## config.mk

```make
export PLATFORM = sky130hd
export DESIGN_NAME = rom_load_ctrl
export DESIGN_NICKNAME = d
export VERILOG_FILES = /design/src/rtl/hack_pkg.sv /design/src/rtl/rom_load_ctrl.sv
export SDC_FILE = /design/constraint.sdc
export NUM_CORES = 1
export LEC_CHECK = 0
export ABC_AREA = 1
export BUFFER_PORTS_ARGS = -buffer_cell sky130_fd_sc_hd__buf_2
export CAP_MARGIN = 20
export CORE_UTILIZATION = 60
export DETAILED_ROUTE_END_ITERATION = 16
export GPL_ROUTABILITY_DRIVEN = 1
export MAX_ROUTING_LAYER = met4
export PLACE_DENSITY_LB_ADDON = 0.08
export SLEW_MARGIN = 40
export SYNTH_ARGS = -nofsm -noshare
export SYNTH_HDL_FRONTEND = slang
export SYNTH_SLANG_ARGS = --single-unit
```

## constraint.sdc

```tcl
create_clock -name clk -period 6.9 [get_ports clk]
set_clock_uncertainty 0.1 [all_clocks]
set_input_delay 0.345 -clock clk [delete_from_list [all_inputs] [get_ports clk]]
set_output_delay 0.345 -clock clk [all_outputs]
set_load 0.005 [all_outputs]
```

## src/rtl/hack_pkg.sv

```systemverilog
// Shared definitions for the ROM loader: FSM encoding, default geometry, helpers.
// Pure declarations; no clocked logic, latency or flow control of its own.
package hack_pkg;

  typedef enum logic [1:0] {
    ST_HOLD    = 2'd0,
    ST_RUN     = 2'd1,
    ST_LOAD_HI = 2'd2,
    ST_LOAD_LO = 2'd3
  } state_t;

  localparam int ROM_AW_DEF      = 15;
  localparam int HOLD_CYCLES_DEF = 16;

  function automatic logic [15:0] sat_inc16(input logic [15:0] v);
    return (v == 16'hFFFF) ? v : v + 16'd1;
  endfunction

endpackage

```

## src/rtl/rom_load_ctrl.sv

```systemverilog
// Packs big-endian ioctl download bytes into 16-bit ROM writes and holds the CPU in reset around loads.
// ROM write one cycle after the completing byte; no backpressure, ioctl must not outpace one byte/cycle.
module rom_load_ctrl
  import hack_pkg::*;
#(
  parameter int HOLD_CYCLES = HOLD_CYCLES_DEF,
  parameter int ROM_AW      = ROM_AW_DEF
) (
  input  logic              clk,
  input  logic              reset,
  input  logic              ioctl_download,
  input  logic [15:0]       ioctl_addr,
  input  logic [7:0]        ioctl_din,
  input  logic              ioctl_wr,
  output logic [ROM_AW-1:0] rom_addr,
  output logic [15:0]       rom_data,
  output logic              rom_we,
  output logic              cpu_reset,
  output logic              busy,
  output logic [15:0]       word_count,
  output logic              load_err
);

  localparam logic [15:0] HOLD_INIT = 16'(HOLD_CYCLES);

  state_t            state_q, state_d;
  logic [15:0]       hold_q, hold_d;
  logic              dl_q, dl_d;
  logic [7:0]        hi_q, hi_d;
  logic [15:0]       baddr_q, baddr_d;
  logic [ROM_AW-1:0] waddr_q, waddr_d;
  logic              flush_q, flush_d;
  logic [ROM_AW-1:0] rom_addr_q, rom_addr_d;
  logic [15:0]       rom_data_q, rom_data_d;
  logic              rom_we_q, rom_we_d;
  logic              cpu_reset_q, cpu_reset_d;
  logic              busy_q, busy_d;
  logic [15:0]       wc_q, wc_d;
  logic              err_q, err_d;

  logic dl_rise, dl_fall, in_load;

  assign dl_rise = ioctl_download & ~dl_q;
  assign dl_fall = ~ioctl_download & dl_q;
  assign in_load = (state_q == ST_LOAD_HI) || (state_q == ST_LOAD_LO);

  always_comb begin
    state_d     = state_q;
    hold_d      = hold_q;
    dl_d        = ioctl_download;
    hi_d        = hi_q;
    baddr_d     = baddr_q;
    waddr_d     = waddr_q;
    flush_d     = 1'b0;
    rom_we_d    = 1'b0;
    rom_addr_d  = rom_addr_q;
    rom_data_d  = rom_data_q;
    wc_d        = wc_q;
    err_d       = err_q;
    cpu_reset_d = cpu_reset_q;
    busy_d      = busy_q;

    if (state_q == ST_HOLD) begin
      if (hold_q <= 16'd1) begin
        hold_d  = '0;
        state_d = ST_RUN;
      end else begin
        hold_d = hold_q - 16'd1;
      end
    end

    // A truncated final word that collided with the previous write goes out one cycle late.
    if (flush_q) begin
      rom_we_d   = 1'b1;
      rom_addr_d = waddr_q;
      rom_data_d = {hi_q, 8'h00};
    end

    if (dl_rise) begin
      state_d = ST_LOAD_HI;
      wc_d    = '0;
      err_d   = 1'b0;
    end

    if (ioctl_wr) begin
      case (state_d)
        ST_LOAD_HI: begin
          if (!ioctl_addr[0]) begin
            hi_d    = ioctl_din;
            baddr_d = ioctl_addr;
            waddr_d = ROM_AW'(ioctl_addr >> 1);
            state_d = ST_LOAD_LO;
          end else begin
            err_d = 1'b1;
          end
        end
        ST_LOAD_LO: begin
          if (ioctl_addr == baddr_q + 16'd1) begin
            rom_we_d   = 1'b1;
            rom_addr_d = waddr_q;
            rom_data_d = {hi_q, ioctl_din};
            wc_d       = sat_inc16(wc_d);
            state_d    = ST_LOAD_HI;
          end else begin
            err_d = 1'b1;
            if (!ioctl_addr[0]) begin
              hi_d    = ioctl_din;
              baddr_d = ioctl_addr;
              waddr_d = ROM_AW'(ioctl_addr >> 1);
            end else begin
              state_d = ST_LOAD_HI;
            end
          end
        end
        default: ;
      endcase
    end

    if (dl_fall && in_load) begin
      if (state_d == ST_LOAD_LO) begin
        err_d = 1'b1;
        wc_d  = sat_inc16(wc_d);
        if (rom_we_q) begin
          flush_d = 1'b1;
        end else begin
          rom_we_d   = 1'b1;
          rom_addr_d = waddr_d;
          rom_data_d = {hi_d, 8'h00};
        end
      end
      state_d = ST_HOLD;
      hold_d  = HOLD_INIT;
    end

    cpu_reset_d = (state_d != ST_RUN);
    busy_d      = (state_d != ST_RUN);
  end

  always_ff @(posedge clk) begin
    if (reset) begin
      state_q     <= ST_HOLD;
      hold_q      <= HOLD_INIT;
      dl_q        <= 1'b0;
      hi_q        <= '0;
      baddr_q     <= '0;
      waddr_q     <= '0;
      flush_q     <= 1'b0;
      rom_we_q    <= 1'b0;
      rom_addr_q  <= '0;
      rom_data_q  <= '0;
      cpu_reset_q <= 1'b1;
      busy_q      <= 1'b1;
      wc_q        <= '0;
      err_q       <= 1'b0;
    end else begin
      state_q     <= state_d;
      hold_q      <= hold_d;
      dl_q        <= dl_d;
      hi_q        <= hi_d;
      baddr_q     <= baddr_d;
      waddr_q     <= waddr_d;
      flush_q     <= flush_d;
      rom_we_q    <= rom_we_d;
      rom_addr_q  <= rom_addr_d;
      rom_data_q  <= rom_data_d;
      cpu_reset_q <= cpu_reset_d;
      busy_q      <= busy_d;
      wc_q        <= wc_d;
      err_q       <= err_d;
    end
  end

  assign rom_addr   = rom_addr_q;
  assign rom_data   = rom_data_q;
  assign rom_we     = rom_we_q;
  assign cpu_reset  = cpu_reset_q;
  assign busy       = busy_q;
  assign word_count = wc_q;
  assign load_err   = err_q;

endmodule

```

==> Word-level counts from Yosys, hierarchy flattened <==
Cells that the tools add are included.
{ "word_totals": {"ff_bits": 109, "inputBits": 28, "output_inout_bits": 51, "word_cells": 99} }
{ "op_classes": {"n_addsub": 4, "order_cmp": 1, "eq_ne": 10, "mux": 58, "n_bitwise": 6, "reduce_logical": 7} }
{ "ops": {"columns": ["cell", "n"], "rows": [
  ["two-way mux 16 bit", 18],
  ["two-way mux 15 bit", 10],
  ["adder 16 x 1 -> 16 bit (second input constant)", 3],
  ["equality test 16 bit (second input constant)", 2],
  ["case mux 16 bit (2 select lines)", 1],
  ["case mux 15 bit (2 select lines)", 1],
  ["two-way mux 8 bit", 3],
  ["equality test 16 bit", 1],
  ["<= comparator 16 x 1 -> 1 bit (second input constant)", 1],
  ["two-way mux 2 bit", 8],
  ["case mux 8 bit (2 select lines)", 1],
  ["subtractor 16 x 1 -> 16 bit (second input constant)", 1],
  ["two-way mux 1 bit", 14],
  ["equality test 2 bit (second input constant)", 5],
  ["NOT 1 bit", 4],
  ["case mux 2 bit (2 select lines)", 1],
  ["AND reduction 3 bit", 1],
  ["OR reduction 3 bit", 1],
  ["AND 1 bit", 2],
  ["logical NOT 2 bit", 1],
  ["inequality test 2 x 1 -> 1 bit (second input constant)", 1],
  ["inequality test 2 bit (second input constant)", 1],
  ["case mux 1 bit (2 select lines)", 1],
  ["nonzero test 2 bit", 1],
  ["other kinds (3)", 3]
]} }

==> Longest topological paths before layout <==
Gate-level depths: netlist of run 1.
{ "logic_depth": {"word_depth": 12, "depth_mapped": 25, "mapped_depth_nobuf": 22} }

==> Worst setup path before layout of run 1 <==
No wires, ideal clock.
{ "synth_timing": {"path_type": "input port to flip-flop", "start": "input ioctl_download", "end": "register wc_q[13], in the netlist word_count[13]", "setup_ns": 0.109, "t_arrival_ns": 2.705, "t_required_ns": 6.691, "setup_slack_ns": 3.986, "cell_stages": 22, "path_buffers": 3, "cell_sequence": "nand2_2 -> buf_6 -> buf_4 -> nand2_1 -> inv_1 -> ha_1 -> nand4_1 -> nor2_2 -> nand3_2 -> nor2_2 -> nor2_4 -> buf_6 -> nand4_2 -> nand2_1 -> nor3_1 -> nand2_1 -> nor2_1 -> nand3_1 -> nand2_1 -> nand3_1 -> nand2_1 -> inv_1"} }
{ "synth_between": {"elab_chain_len": 11, "elab_cells_between_ends": 25, "classes_between": "add/sub: 2; eq/ne: 5; mux: 14; bitwise: 3; reduce/logical: 1"} }
{ "synth_lines": {"columns": ["item", "line", "text"], "rows": [
  ["from (decl)", "rom_load_ctrl.sv:11", "input logic ioctl_download,"],
  ["AND 1 bit", "rom_load_ctrl.sv:43", "assign dl_rise = ioctl_download & ~dl_q;"],
  ["two-way mux 16 bit", "rom_load_ctrl.sv:79", "if (dl_rise) begin"],
  ["adder 16 x 1 -> 16 bit / equality test 16 bit (equally long branches)", "hack_pkg.sv:16", "return (v == 16'hFFFF) ? v : v + 16'd1;"],
  ["two-way mux 16 bit", "hack_pkg.sv:16", null],
  ["two-way mux 16 bit", "rom_load_ctrl.sv:98", "if (ioctl_addr == baddr_q + 16'd1) begin"],
  ["two-way mux 16 bit", "rom_load_ctrl.sv:86", "case (state_d)"],
  ["two-way mux 16 bit", "rom_load_ctrl.sv:85", "if (ioctl_wr) begin"],
  ["adder 16 x 1 -> 16 bit / equality test 16 bit (equally long branches)", "hack_pkg.sv:16", null],
  ["two-way mux 16 bit", "hack_pkg.sv:16", null],
  ["two-way mux 16 bit", "rom_load_ctrl.sv:120", "if (state_d == ST_LOAD_LO) begin"],
  ["two-way mux 16 bit (*)", "rom_load_ctrl.sv:119", "if (dl_fall && in_load) begin"],
  ["to (signal assigned)", "rom_load_ctrl.sv:168", "wc_q <= wc_d;"],
  ["to (decl)", "rom_load_ctrl.sv:38", "logic [15:0] wc_q, wc_d;"]
]} }
Every way passes the cells marked *; elsewhere a longest branch is shown, timed or not.
A chain may end at the register's enable or synchronous reset.

==> Final worst setup path of run 1 <==
{ "layout_timing": {"start": "input ioctl_addr[0]", "end": "register baddr_q[12]"} }
{ "layout_between": {"elab_chain_len": 3, "elab_cells_between_ends": 6, "classes_between": "eq/ne: 2; mux: 3; reduce/logical: 1"} }
{ "layout_lines": {"columns": ["item", "line", "text"], "rows": [
  ["from (decl)", "rom_load_ctrl.sv:12", "input logic [15:0] ioctl_addr,"],
  ["equality test 16 bit / two-way mux 16 bit (equally long branches)", null, null],
  ["inequality test 2 bit (no line) / two-way mux 16 bit (equally long branches)", null, null],
  ["AND reduction 3 bit (no line) / case mux 16 bit (2 select lines) (equally long branches)", null, null],
  ["to (signal assigned)", "rom_load_ctrl.sv:160", "baddr_q <= baddr_d;"],
  ["to (decl)", "rom_load_ctrl.sv:30", "logic [15:0] baddr_q, baddr_d;"]
]} }
Parallel ways exist; a longest one is shown, timed or not. The select of a mux whose other input is x is not followed.

==> flow_metrics.env, run 1 <==
export IMPL_status="completed"
export IMPL_grt_pass1_wl_um=24000
export IMPL_ys_seq_area_share_pct=36.2
export IMPL_hold_buffers=0
export IMPL_ys_warn_count=0
export IMPL_io_buffer_count=78
export IMPL_drt_first_pass_iters=6
export IMPL_wl_um=14300
export IMPL_cp_end_kind="flip-flop"
export IMPL_clkSinkCount=108
export IMPL_syn_area_um2=5980
export IMPL_syn_nets=950
export IMPL_hold_violations=0
export IMPL_synth_edf_count=0
export IMPL_cpLargestDelayFamily="simple AND/OR/NAND/NOR gates"
export IMPL_hpwl_um=10400
export IMPL_rsz0062_at_grt="no"
export IMPL_drive_above_1_share_pct=12.8
export IMPL_relSlewSlack_pct=51.0
export IMPL_wire_per_inst_um=12.9
export IMPL_cp_data_arrival_time_ns=3.99
export IMPL_placed_area_um2=6400
export IMPL_grt_usage_pct=29.6
export IMPL_antenna_found_initial=0
export IMPL_postCtsSetupBuffers=0
export IMPL_setup_viol=0
export IMPL_grt_pass1_vias=5499
export IMPL_critPathKind="in2reg"
export IMPL_slowest_delay_ns=0.67
export IMPL_root_buffer="clkbuf_8"
export IMPL_hold_class="in2reg"
export IMPL_multi_input_area_um2=3110
export IMPL_cts_buffer_depth=2
export IMPL_coreArea_um2=9730
export IMPL_start_util_pct=61.4
export IMPL_grt_start_max_net_pins=65
export IMPL_postSynthAreaPerCell_um2=6.51
export IMPL_area_growth_pct=10.7
export IMPL_path_cells="buf_2 > inv_2 > a21oi_1 > nand2_1 > nor2_1 > nand3_1 > nor2_2 > inv_2 > nor2_2 > inv_2 > nand2_2 > clkinv_2 > nand2_1 > a221oi_1"
export IMPL_ir_drop_mv=0.219
export IMPL_max_freq_mhz=260
export IMPL_fin_crit_ns=3.85
export IMPL_total_leakage_power_nw=2.99
export IMPL_die_area_um2=10400
export IMPL_fp_row_count=36
export IMPL_drc=0
export IMPL_nets=1003
export IMPL_powerDensity_nw_per_um2=205
export IMPL_cts_tree="built"
export IMPL_viasPerCell=5.45
export IMPL_die_w_um=102
export IMPL_seqCellArea_um2=2160
export IMPL_drt_antenna_violating_nets=0
export IMPL_critPathMostFrequentCell="inv_2"
export IMPL_num_antenna_cells=0
export IMPL_synthFlopType="dfxtp_1"
export IMPL_drt_iter0_markers=232
export IMPL_clk_pin_slew_ns=0.11
export IMPL_required_ns=7.04
export IMPL_num_fill_cells=919
export IMPL_stdcell_area_um2=6620
export IMPL_drv_cap=0
export IMPL_netlist_instances=919
export IMPL_critical_path_slowest_cell="nand2_1"
export IMPL_grt_overflow=0
export IMPL_io_pins=79
export IMPL_yosysUniqueCellTypes=37
export IMPL_worstMarginPinSlew_ns=0.734
export IMPL_ctsResizeCount=0
export IMPL_critPathBufInv=5
export IMPL_drv_slew=0
export IMPL_clk_latency_ns=0.39
export IMPL_worst_path_max_fanout=52
export IMPL_async_flop_share_pct=0
export IMPL_cts_inserted_buffers=9
export IMPL_startpoint_type="input pin"
export IMPL_ys_ff_latch=108
export IMPL_fin_setup_tns_ns=0
export IMPL_fp_dieH_um=102
export IMPL_cts_max_level=3
export IMPL_gp_congestion=0.948
export IMPL_timing_final_crit_share_pct=55.8
export IMPL_vias=6049
-- metal layers --
metal  vias to the layer above  track usage [%]  wire length (um)
li1                       3091                -                 -
met1                      2783             35.5              6460
met2                       147             49.7              6950
met3                        28             6.16               594
met4                         0             9.78               282
met5                         -                -                 0
-- per-stage QoR --
stage	power (mW)	cells	utilization (%)	setup WS (ns)	hold slack (ns)
2_1_floorplan	0.898	919	-	3.99	0.352
3_3_place_gp	0.950	1092	65.4	3.18	0.374
3_5_place_dp	0.958	1094	65.8	3.04	0.381
4_1_cts	1.36	1110	68.0	3.28	0.0919
5_1_grt	1.43	1110	68.0	2.67	0.0959
6_report	1.36	1110	68.0	3.05	0.103
-- state kept, by name, summed over array words and instances (netlist names), 2 cells and up --
name,count
hold_q,16
rom_data,16
word_count,16
baddr_q,15
rom_addr,15
waddr_q,15
hi_q,8
state_q,2
-- area by class of cell --
cell class              instances  share of cell area, %
multi-input cells             633                   47.0
flip-flops and latches        108                   32.7
clock inverters                 6                   1.25
well taps                     133                   2.52
repair buffers                 82                   6.77
clock buffers                  10                   1.93
inverters                     138                   7.85
-- cells in the final DEF, fill, tap and decap left out, types with 2 or more instances in the layout --
master and instances:
nand2_1 190, nor2_1 170, inv_1 131, dfxtp_1 108
buf_2 78, a21oi_1 63, a211oi_1 43, nand3_1 37
nand4_1 24, o21ai_0 20, a221oi_1 15, nor3_1 14
xor2_1 9, clkbuf_8 9, a311oi_1 6, nor2_2 6
inv_2 5, nor2_4 4, nand3_2 3, nand2_2 3
or2_2 3, a32oi_1 3, ha_1 3, nand4_2 2
nor4_1 2, xnor2_1 2, o2111ai_1 2, o211ai_1 2
o21ai_1 2, inv_6 2, buf_4 2
-- report_power, final --
| part | switching, mW | leakage, nW | total (mW) | internal (mW) |
|---|---|---|---|---|
| Sequential | 0.0290 | 0.879 | 0.694 | 0.665 |
| Clock | 0.234 | 0.102 | 0.410 | 0.176 |
| Combinational | 0.160 | 2.00 | 0.253 | 0.0926 |
-- cell families after synthesis --
group	synth area share, %
and+or+nand+nor	32.9
buffers and inverters	11.9
AOI/OAI and AO/OA	16.8
DFF	36.2
xor gates and xnor gates	1.61
adders and majority gates	0.628
-- cell usage after synthesis (3+ instances only) --
cell type / instances / share of area, %
a211oi_1: 43 / 5.4
a21oi_1: 63 / 5.3
a221oi_1: 15 / 2.2
a311oi_1: 6 / 0.88
a32oi_1: 3 / 0.44
buf_2: 8 / 0.67
buf_4: 3 / 0.38
buf_6: 3 / 0.57
clkbuf_1: 26 / 1.6
dfxtp_1: 108 / 36
ha_1: 3 / 0.63
inv_1: 131 / 8.2
inv_2: 6 / 0.38
nand2_1: 190 / 12
nand2_2: 3 / 0.31
nand3_1: 37 / 3.1
nand3_2: 3 / 0.50
nand4_1: 24 / 2.5
nor2_1: 170 / 11
nor2_2: 7 / 0.73
nor2_4: 3 / 0.57
nor3_1: 14 / 1.2
o21ai_0: 20 / 1.7
or2_2: 3 / 0.31
xor2_1: 9 / 1.3
-- final timing paths --
check	start	to	slack (ns)	cells after the start
max	ioctl_addr[0]	baddr_q[12]	3.05	14
min reg2reg	baddr_q[9]	baddr_q[9]	0.40	2
max reg2reg	dl_q	word_count[5]	3.22	21
min	ioctl_download	dl_q	0.10	3
-- tightest hold or removal path, delay by kind of cell --
kind                   cells  cell delay (ns)
buffers and inverters      2             0.17
and+or+nand+nor            1             0.03
Power figures use the tool's default switching activity.
==> inputs of run 2 (changes only) <==
Settings changed: CORE_UTILIZATION 60 to 58.
Clock period 6.9 ns to 4.02 ns, I/O delays scaled along.
==> flow_metrics.env, run 2 (same netlist as run 1, synthesis figures left out) <==
export IMPL_status="completed"
export IMPL_multi_input_area_um2=3110
export IMPL_pwr_share_comb_pct=19.8
export IMPL_pwr_share_clk_pct=27.7
export IMPL_antenna_found_initial=0
export IMPL_swShare_pct=31.9
export IMPL_ctsResizeCount=0
export IMPL_slowest_delay_ns=0.53
export IMPL_required_ns=4.20
export IMPL_io_buffer_count=78
export IMPL_holdWs_ns=0.0273
export IMPL_wire_per_inst_um=13.5
export IMPL_drc=0
export IMPL_drv_cap=0
export IMPL_clkSinkCount=108
export IMPL_powerDensity_nw_per_um2=340
export IMPL_clk_latency_ns=0.39
export IMPL_stdcell_area_um2=6680
export IMPL_final_setup_worst_slack_ns=0.567
export IMPL_seqCellArea_um2=2160
export IMPL_cts_tree="built"
export IMPL_fp_dieH_um=104
export IMPL_timing_final_crit_share_pct=85.9
export IMPL_grt_usage_pct=30.0
export IMPL_cp_end_kind="flip-flop"
export IMPL_cts_max_level=3
export IMPL_cts_inserted_buffers=9
export IMPL_grt_pass1_vias=5777
export IMPL_root_buffer="clkbuf_8"
export IMPL_power_switching_mw=0.724
export IMPL_cp_data_arrival_time_ns=3.63
export IMPL_worstMarginPinSlew_ns=0.776
export IMPL_fp_row_count=36
export IMPL_placed_area_um2=6400
export IMPL_pwr_share_seq_pct=52.5
export IMPL_num_fill_cells=884
export IMPL_vias=6092
export IMPL_rsz0062_at_grt="no"
export IMPL_gp_congestion=0.882
export IMPL_area_growth_pct=11.8
export IMPL_num_antenna_cells=0
export IMPL_setup_viol=0
export IMPL_grt_start_max_net_pins=58
export IMPL_viasPerCell=5.43
export IMPL_start_util_pct=60.6
export IMPL_relSlewSlack_pct=47.9
export IMPL_fin_setup_tns_ns=0
export IMPL_dpl_worst_slack_ns=0.774
export IMPL_p_int_mw=1.54
export IMPL_critical_path_slowest_cell="dlygate4sd3_1"
export IMPL_nets=1015
export IMPL_die_w_um=104
export IMPL_hold_class="in2reg"
export IMPL_ir_drop_mv=0.368
export IMPL_wl_um=15100
export IMPL_fin_crit_ns=3.45
export IMPL_mostFrequentLayoutCell="nand2_1"
export IMPL_hpwl_um=10800
export IMPL_final_cell_mix="nand2_1, nor2_1, inv_1, dfxtp_1, buf_2"
export IMPL_drt_iter0_markers=343
export IMPL_die_area_um2=10700
export IMPL_critPathMostFrequentCell="nand2_1"
export IMPL_critPathKind="in2reg"
export IMPL_io_pins=79
export IMPL_path_cells="dlygate4sd3_1 > buf_2 > nand2_2 > inv_2 > nor2_1 > ha_1 > nand4_1 > nor2_2 > nand3_2 > nor2_2 > nor2_4 > nand3_1 > nand2_1 > nor3_1 > nand2_1 > nor2_1 > nand3_1 > nand2_1 > nand3_1 > nand2_1 > inv_1"
export IMPL_max_freq_mhz=290
export IMPL_worst_path_max_fanout=17
export IMPL_hold_violations=0
export IMPL_coreArea_um2=9860
export IMPL_drt_first_pass_iters=5
export IMPL_postCtsSetupBuffers=0
export IMPL_drv_slew=0
export IMPL_grt_overflow=0
export IMPL_total_leakage_power_nw=3.02
export IMPL_drt_antenna_violating_nets=0
export IMPL_cpLargestDelayFamily="simple AND/OR/NAND/NOR gates"
export IMPL_drive_above_1_share_pct=12.7
export IMPL_startpoint_type="input pin"
export IMPL_cts_buffer_depth=2
export IMPL_clk_pin_slew_ns=0.10
export IMPL_grt_pass1_wl_um=26000
export IMPL_critPathBufInv=4
## run 2: cell types whose count changed in the layout (fill, tap and decap cells not counted), sizes merged
| cell | before | now |
|---|---|---|
| buf | 82 | 84 |
| clkbuf | 10 | 11 |
| dlygate4sd3 | 0 | 10 |
| bufinv | 1 | 0 |
## run 2: power by group through the flow
stage | combinational (mW) | clock [mW] | sequential [mW]
floorplan | 0.338 | 0 | 1.20
global placement | 0.421 | 0 | 1.21
detailed placement | 0.437 | 0 | 1.21
CTS | 0.450 | 0.644 | 1.19
global route | 0.521 | 0.674 | 1.20
finish | 0.450 | 0.628 | 1.19
## run 2: layout make-up
type,instances,area share (%)
tap,133,2.49
inverter,138,7.75
multi-input combinational,633,46.5
clock buffer,11,1.97
sequential,108,32.4
timing repair buffer,94,8.20
clock inverter,5,0.693
## run 2: worst paths after layout
kind / startpoint / slack [ns] / endpoint / cells after the start
worst min-delay path: ioctl_din[4] / 0.03 / rom_data[4] / 3
worst max register to register: dl_q / 0.68 / word_count[13] / 20
worst min register to register: baddr_q[12] / 0.40 / baddr_q[12] / 2
worst max-delay path: ioctl_download / 0.57 / word_count[13] / 21
## run 2: layer usage
layer	track usage, %	part of all wire (%)
met4	9.94	1.7
met5	-	0
met1	35.6	45
met3	6.80	4.9
met2	50.4	49
## run 2: what timing repair did
item,CTS,global route
hold buffers,10,0
hold endpoints to repair,10,0
endpoints found under the setup margin,0,0
## run 2: stage by stage
| stage | power (mW) | cells | utilization [%] |
|---|---|---|---|
| after floorplan | 1.54 | 919 | - |
| after global placement | 1.63 | 1096 | 64.9 |
| after detailed placement | 1.65 | 1096 | 64.9 |
| after CTS | 2.29 | 1122 | 67.7 |
| after global routing | 2.40 | 1122 | 67.7 |
| final | 2.27 | 1122 | 67.7 |
## run 2: worst reg2reg max path, stage by stage (launching register included)
cell	delay, ns
dfxtp_1	0.33
inv_1	0.06
nand2_2	0.08
inv_2	0.10
nor2_1	0.14
ha_1	0.23
nand4_1	0.15
nor2_2	0.32
nand3_2	0.14
nor2_2	0.15
nor2_4	0.11
nand3_1	0.11
nand2_1	0.09
nor3_1	0.32
nand2_1	0.19
nor2_1	0.24
nand3_1	0.11
nand2_1	0.10
nand3_1	0.07
nand2_1	0.06
inv_1	0.05
